--- src/rtl/sap_prog_loader.sv ---
// Program loader for the SAP machine: streams host bytes into the 16x8 program memory
// and holds the CPU in clear until the image is complete. Optional: LOADER_CHECKSUM_EN.
module sap_prog_loader #(
    parameter int unsigned ADDR_W   = 4,
    parameter int unsigned DATA_W   = 8,
    parameter int unsigned LOAD_LEN = 16
) (
    input  logic              CLK,
    input  logic              CLR,
    input  logic              start,
    input  logic              in_valid,
    input  logic [DATA_W-1:0] in_data,
    output logic              in_ready,
    output logic              mem_we,
    output logic [ADDR_W-1:0] mem_addr,
    output logic [DATA_W-1:0] mem_wdata,
    output logic              cpu_clr,
    output logic              done,
    output logic              err
);

    localparam int unsigned CNT_W = ADDR_W + 1;
    localparam logic [CNT_W-1:0] LAST = CNT_W'(LOAD_LEN - 1);
    localparam logic [CNT_W-1:0] FULL = CNT_W'(LOAD_LEN);

`ifdef LOADER_CHECKSUM_EN
    typedef enum logic [2:0] {S_IDLE, S_LOAD, S_CHECK, S_RUN, S_ERR} state_t;
`else
    typedef enum logic [1:0] {S_IDLE, S_LOAD, S_RUN} state_t;
`endif

    state_t             state, state_d;
    logic [CNT_W-1:0]   count, count_d;
    logic               we_d, clr_d, done_d;
    logic [ADDR_W-1:0]  addr_d;
    logic [DATA_W-1:0]  wdata_d;

`ifdef LOADER_CHECKSUM_EN
    logic [DATA_W-1:0]  acc, acc_d;
    logic               err_q, err_d;

    assign in_ready = (state == S_LOAD) || (state == S_CHECK);
    assign err      = err_q;
`else
    assign in_ready = (state == S_LOAD);
    assign err      = 1'b0;
`endif

    // State and registered outputs
    always_ff @(posedge CLK or posedge CLR) begin
        if (CLR) begin
            state     <= S_IDLE;
            count     <= '0;
            mem_we    <= 1'b0;
            mem_addr  <= '0;
            mem_wdata <= '0;
            cpu_clr   <= 1'b1;
            done      <= 1'b0;
`ifdef LOADER_CHECKSUM_EN
            acc       <= '0;
            err_q     <= 1'b0;
`endif
        end else begin
            state     <= state_d;
            count     <= count_d;
            mem_we    <= we_d;
            mem_addr  <= addr_d;
            mem_wdata <= wdata_d;
            cpu_clr   <= clr_d;
            done      <= done_d;
`ifdef LOADER_CHECKSUM_EN
            acc       <= acc_d;
            err_q     <= err_d;
`endif
        end
    end

    // Next state; the CPU is released one edge after entering RUN so the last write lands first
    always_comb begin
        state_d = state;
        count_d = count;
        we_d    = 1'b0;
        addr_d  = mem_addr;
        wdata_d = mem_wdata;
        clr_d   = cpu_clr;
        done_d  = done;
`ifdef LOADER_CHECKSUM_EN
        acc_d   = acc;
        err_d   = err_q;
`endif
        if (start) begin
            state_d = S_LOAD;
            count_d = '0;
            clr_d   = 1'b1;
            done_d  = 1'b0;
`ifdef LOADER_CHECKSUM_EN
            acc_d   = '0;
            err_d   = 1'b0;
`endif
        end else begin
            case (state)
                S_LOAD: begin
                    if (in_valid && (count != FULL)) begin
                        we_d    = 1'b1;
                        addr_d  = ADDR_W'(count);
                        wdata_d = in_data;
                        count_d = count + 1'b1;
`ifdef LOADER_CHECKSUM_EN
                        acc_d   = acc + in_data;
                        if (count == LAST) state_d = S_CHECK;
`else
                        if (count == LAST) state_d = S_RUN;
`endif
                    end
                end
`ifdef LOADER_CHECKSUM_EN
                S_CHECK: begin
                    if (in_valid) begin
                        if (in_data == acc) begin
                            state_d = S_RUN;
                        end else begin
                            state_d = S_ERR;
                            err_d   = 1'b1;
                        end
                    end
                end
`endif
                S_RUN: begin
                    clr_d  = 1'b0;
                    done_d = 1'b1;
                end
                default: ;
            endcase
        end
    end

endmodule

--- config.mk ---
export PLATFORM = sky130hd
export DESIGN_NAME = sap_prog_loader
export DESIGN_NICKNAME = d
export VERILOG_FILES = /design/src/rtl/sap_prog_loader.sv
export SDC_FILE = /design/constraint.sdc
export NUM_CORES = 1
export LEC_CHECK = 0
export ABC_AREA = 1
export BUFFER_PORTS_ARGS = -buffer_cell sky130_fd_sc_hd__buf_2
export CAP_MARGIN = 0
export CORE_AREA = 4 4 58 55
export DETAILED_ROUTE_END_ITERATION = 12
export DIE_AREA = 0 0 62 59
export PLACE_DENSITY = 0.61
export SYNTH_ARGS = -nofsm -noshare
export SYNTH_HDL_FRONTEND = slang
export SYNTH_SLANG_ARGS = --single-unit
--- constraint.sdc ---
create_clock -name CLK -period 1.3 [get_ports CLK]
set_input_delay 0.13 -clock CLK [delete_from_list [all_inputs] [get_ports CLK]]
set_output_delay 0.13 -clock CLK [all_outputs]
set_load 0.005 [all_outputs]
==> impl_metrics.toml, run 1 <==
[die]
ioPinCount = 29
die_w_um = 62
initial_utilization_pct = 37.27
core_area_mm2 = 0.002635
die_height_um = 59
fp.dieArea_mm2 = 0.003658
rows = 18

[setup_path]
cp_max_fo = 6
cpMostUsedCell = "nand2_1"
path_class = "flip-flop to flip-flop"
crit_path_end_kind = "flip-flop"
path_cells = "inv_2 -> ha_4 -> nand2_1 -> inv_1 -> nand2_2 -> nand3_4 -> buf_6 -> nand2_1 -> nand2_1"
r2r_setup_slack_ns = -0.05
critPathLaunchType = "flip-flop"
critical_path_buf_inv_count = 3
r2r.worst_path.cells = 9
slowest_delay_ns = 0.41
crit_arrival_ns = 1.56
cp_top_family = "simple AND/OR/NAND/NOR gates"
worstReg2RegStart = "count[0]"
slowest_stage = "dfrtp_1"
crit_required_ns = 1.51
r2r-end = "mem_addr[2]"

[pwr]
peakVddDrop_mv = 0.5693
p_leak_nw = 0.7312
cellPowerDensity_mw_per_mm2 = 998.5

[routing]
drt_iter0_markers = 6
viasPerCell = 4.663
postRouteAntennaNets = 0
via_count = 858
wl_um = 2063
drc_errors = 0
wire_per_inst_um = 11.21
firstDrtPassIters = 4

[logic_synthesis]
synthCells = 112
synth-warning-count = 0
yosysTopAreaCell = "dfrtp_1"
syn_avg_cell_area_um2 = 8.770
syn-num-nets = 127
ys_seq_elements = 22
synth_cell_types = 19
syn_area_um2 = 982.2
synth_top_area_share_pct = 53.50
synth_area_leaders = "dfrtp_1 (54%), nand2_1 (18%), ha_1 (3.8%)"
ys_seq_area_share_pct = 56.18

[flow_run]
max_cap_viol_count = 0

[timing]
hold_viol_final = 0
hold_slack_ns = 0.007323
fin_ws_ns = -0.05155
period_minus_slack_ns = 1.352
rsz0062_at_grt = "yes"
slew_viol_final = 0
fmax_mhz = 739.9
fin_crit_sh_pct = 104.0
setup_viol = 13
fin_skew_ns = 0.006751

[cts]
cts_buffer_depth = 2
cts-root-buf = "clkbuf_4"
cts_tree = "done"
cts.sinks = 22
htreeDepth = 1
insertion_delay_ns = 0.31
cts_buffers = 3
clk_pin_slew_ns = 0.12

[placement]
pre_cts_slack_ns = -0.03749
place.port_buffers = 27
dpl.hpwl_um = 1463
gp_congestion = 0.8067

[global_route]
grt_pass1_wl_um = 3643
grt_usage_pct = 13.32
grt_overflow = 0
grt_antenna_before_repair = 0
grt_pass1_vias = 883
grt_max_degree = 23

[finish]
fin_util_pct = 52.33
nNetsFinal = 170
antenna_cells = 0
drive_gt1_share_pct = 44.81
area_growth_syn_to_layout_pct = 40.38

[min_path]
min_to = "mem_wdata[5]"
min_path_type = "primary input to flip-flop"
worstHoldStart = "in_data[5]"
min_path_cells = 3

[status]
status = "finished with violations"
failed_checks = "negative setup slack"
-- state kept, by name (all words and copies together), names as in the netlist --
name       cells
count          5
cpu_clr        1
done           1
mem_addr       4
mem_wdata      8
mem_we         1
state          2
-- worst min-delay path, delay by kind of cell --
family	cells	cell delay (ns)
buffers and inverters	1	0.08
AND/OR/NAND/NOR	2	0.08
-- worst max-delay path by stage --
| stage | from | endpoint | slack (ns) | cells after the start |
|---|---|---|---|---|
| global placement | count[0] | count[4] | 0.01 | 6 |
| floorplan | count[0] | mem_addr[2] | 0.003 | 9 |
| finish | count[0] | mem_addr[2] | -0.05 | 9 |
| CTS | count[0] | state[0] | -0.02 | 8 |
| detailed placement | count[0] | count[4] | -0.04 | 6 |
| global route | count[1] | mem_wdata[7] | -0.13 | 9 |
-- per-stage QoR --
step / area, µm² / setup TNS [ns] / power (mW) / cells
2_1_floorplan: 982.2 / 0 / 0.8661 / 112
3_3_place_gp: 1201 / 0 / 0.9613 / 174
3_5_place_dp: 1201 / -0.05414 / 0.9661 / 174
4_1_cts: 1297 / -0.04778 / 1.369 / 182
5_1_grt: 1379 / -1.939 / 1.469 / 184
6_report: 1379 / -0.5203 / 1.377 / 184
-- power by group --
part           internal, mW  leakage, nW  switching, mW
Sequential            0.733        0.283         0.0308
Clock                 0.171       0.0210          0.206
Combinational         0.117        0.427          0.119
Total                  1.02        0.731          0.356
-- cells in the mapped netlist, drive strengths merged --
library cell	number
nand3	8
o21ai	6
a21oi	1
inv	11
ha	3
nor3b	1
buf	3
nor2	8
dfrtp	21
conb	1
nand2	47
nand4	1
dfstp	1
-- timing repair --
item / CTS / global route
endpoints found under the setup margin: 17 / 19
resized for setup: 13 / 18
hold endpoints to repair: 22 / 0
buffers inserted: 2 / 2
hold buffers: 2 / 0
pin swaps: 2 / 7
cloned: 0 / 0
-- final cells by class --
cell class | instances | area, µm²
inverter | 11 | 46.29
tap | 30 | 37.54
multi-input combinational | 76 | 434.2
clock buffer | 4 | 36.28
sequential | 22 | 551.8
timing repair buffer | 41 | 272.8
fill | 248 | 1256
-- layer usage --
layer | part of all wire, % | GRT usage, %
met2 | 47 | 21.89
met1 | 45 | 16.44
met5 | 0 | 0
met4 | 1.6 | 5.455
met3 | 6.4 | 3.268
-- placed cells by master (no fill, tap or decap), drive strengths merged --
cell type,instances
nand2,47
buf,39
dfrtp,21
inv,11
nand3,8
nor2,8
o21ai,6
clkbuf,4
ha,3
dlygate4sd3,2
nor3b,1
nand4,1
a21oi,1
conb,1
dfstp,1
-- cells by family after synthesis --
kind of cell | Yosys count | synth area share (%)
AND/OR/NAND/NOR | 65 | 28.79
flip-flops | 22 | 56.18
buffers and inverters | 14 | 6.878
AO/OA/AOI/OAI | 7 | 3.948
adder cells (fa/ha/maj) | 3 | 3.822
other | 1 | 0.3818
(Power assumes the default switching activity.)
==> run 2: changes to the inputs <==
TNS_END_PERCENT = 1   (was default)
==> impl_metrics.toml, run 2 (synthesis results as in run 1) <==
[cts]
cts_buffers = 3
clk_pin_slew_ns = 0.12
htreeDepth = 1
cts_buffer_depth = 2
cts.sinks = 22
insertion_delay_ns = 0.31
cts-root-buf = "clkbuf_4"
cts_tree = "done"

[placement]
dp_cells = 174
dpl_cell_area_mm2 = 0.001201
dpl.hpwl_um = 1463
gp_congestion = 0.8067
place.port_buffers = 27
pre_cts_slack_ns = -0.03749

[setup_path]
slowest_stage = "dfrtp_1"
crit_path_end_kind = "flip-flop"
cp_max_fo = 6
r2r_setup_slack_ns = -0.05
critPathLaunchType = "flip-flop"
path_class = "flip-flop to flip-flop"
r2r.worst_path.cells = 9
path_cells = "inv_2 -> ha_4 -> nand2_1 -> inv_1 -> nand2_2 -> nand3_4 -> buf_6 -> nand2_1 -> nand2_1"
cpMostUsedCell = "nand2_1"
crit_arrival_ns = 1.56
slowest_delay_ns = 0.41
crit_required_ns = 1.51

[die]
die_height_um = 59
fp.dieArea_mm2 = 0.003658
initial_utilization_pct = 37.27
core_area_mm2 = 0.002635
die_w_um = 62
rows = 18
ioPinCount = 29

[global_route]
grt_pass1_vias = 879
met2_usage_pct = 21.89
use_met1_pct = 16.16
grt_antenna_before_repair = 0
grt_pass1_wl_um = 3615
top_usage_layer = "met2"
use_met3_pct = 3.268
grt_overflow = 0
grt_max_degree = 23
grt_usage_pct = 13.23

[min_path]
min_path_cells = 3
min_path_type = "primary input to flip-flop"

[timing]
period_minus_slack_ns = 1.351
fmax_mhz = 740.3
hold_viol_final = 0
setup_viol = 13
slew_viol_final = 0
hold_slack_ns = 0.008561
rsz0062_at_grt = "yes"
fin_skew_ns = 0.005744
fin_ws_ns = -0.05075
fin_crit_sh_pct = 103.9

[routing]
drt_iter0_markers = 8
wire_per_inst_um = 11.24
drc_errors = 0
firstDrtPassIters = 4
postRouteAntennaNets = 0
wl_um = 2068
viasPerCell = 4.679
via_count = 861

[pwr]
p_switching_mw = 0.3541
seqPwrFrac_pct = 55.5
p_comb_share_pct = 17.1
clkPwrFrac_pct = 27.4
cellPowerDensity_mw_per_mm2 = 998.4
switching_share_pct = 25.77
peakVddDrop_mv = 0.5651
internal-power_mw = 1.020
p_leak_nw = 0.7307

[finish]
antenna_cells = 0
fin_util_pct = 52.23
final_area_mm2 = 0.001376
reg_top3 = "mem_wdata: 8 flops, count: 5 flops, mem_addr: 4 flops"
largest_reg_flops = 8
final_cell_mix = "nand2_1 (34), buf_2 (27), dfrtp_1 (21), nand2_2 (12), inv_1 (8)"
area_growth_syn_to_layout_pct = 40.13
final_common_cell = "nand2_1"
drive_gt1_share_pct = 44.16
final_cells = 184
nNetsFinal = 170
regMostFlops = "mem_wdata"

[status]
failed_checks = "negative setup slack"
status = "finished with violations"

[flow_run]
max_cap_viol_count = 0
-- run 2: cell counts in the layout (fill, tap and decap cells not counted) --
Identical to the previous run, type by type.
-- run 2: path summary, 6_finish.rpt --
| check | endpoint | from |
|---|---|---|
| worst max-delay path | mem_addr[2] | count[0] |
| worst min-delay path | mem_wdata[5] | in_data[5] |
| worst max register to register | mem_addr[2] | count[0] |
| worst min register to register | mem_addr[1] | mem_addr[1] |
| max in group asynchronous | cpu_clr | CLR |
| min in group asynchronous | mem_wdata[3] | CLR |
-- run 2: layer usage --
layer  part of all wire [%]  routed length [µm]  up-vias
li1                       -                   -      427
met1                     45                 930      403
met2                     47                 971       26
met3                    6.4                 132        5
met4                    1.5                  32        0
met5                      0                   0        -
-- run 2: power by group through the flow --
| stage | combinational (mW) | sequential, mW | clock, mW |
|---|---|---|---|
| after global routing | 0.266 | 0.773 | 0.429 |
| after CTS | 0.210 | 0.760 | 0.394 |
| after detailed placement | 0.196 | 0.770 | 0 |
| after floorplan | 0.0879 | 0.778 | 0 |
| after global placement | 0.193 | 0.768 | 0 |
| final | 0.235 | 0.763 | 0.376 |
-- run 2: final cells by class --
cell class | count | area, µm²
multi-input cells | 76 | 431.7
well taps | 30 | 37.54
flip-flops and latches | 22 | 551.8
fillers | 248 | 1259
repair buffers | 41 | 272.8
clock buffers | 4 | 36.28
inverters | 11 | 46.29
-- run 2: repair_timing --
| item | 4_1_cts | 5_1_grt |
|---|---|---|
| gates resized for setup | 9 | 21 |
| hold endpoints to repair | 22 | 0 |
| endpoints found under the setup margin | 17 | 19 |
| hold buffers | 2 | 0 |
| setup buffers | 2 | 2 |
| pin swaps | 1 | 7 |
-- run 2: per-stage QoR --
step	power, mW	setup TNS [ns]
after detailed placement	0.9661	-0.05414
after global routing	1.468	-1.941
final	1.374	-0.5212
after global placement	0.9613	0
after floorplan	0.8661	0
after CTS	1.365	-0.09214
-- run 2: critical path, delay by kind of cell, from the launching register on --
family	cells	cell delay [ns]
buffers and inverters	3	0.28
adders and majority gates	1	0.15
and+or+nand+nor	5	0.41
DFF	1	0.41
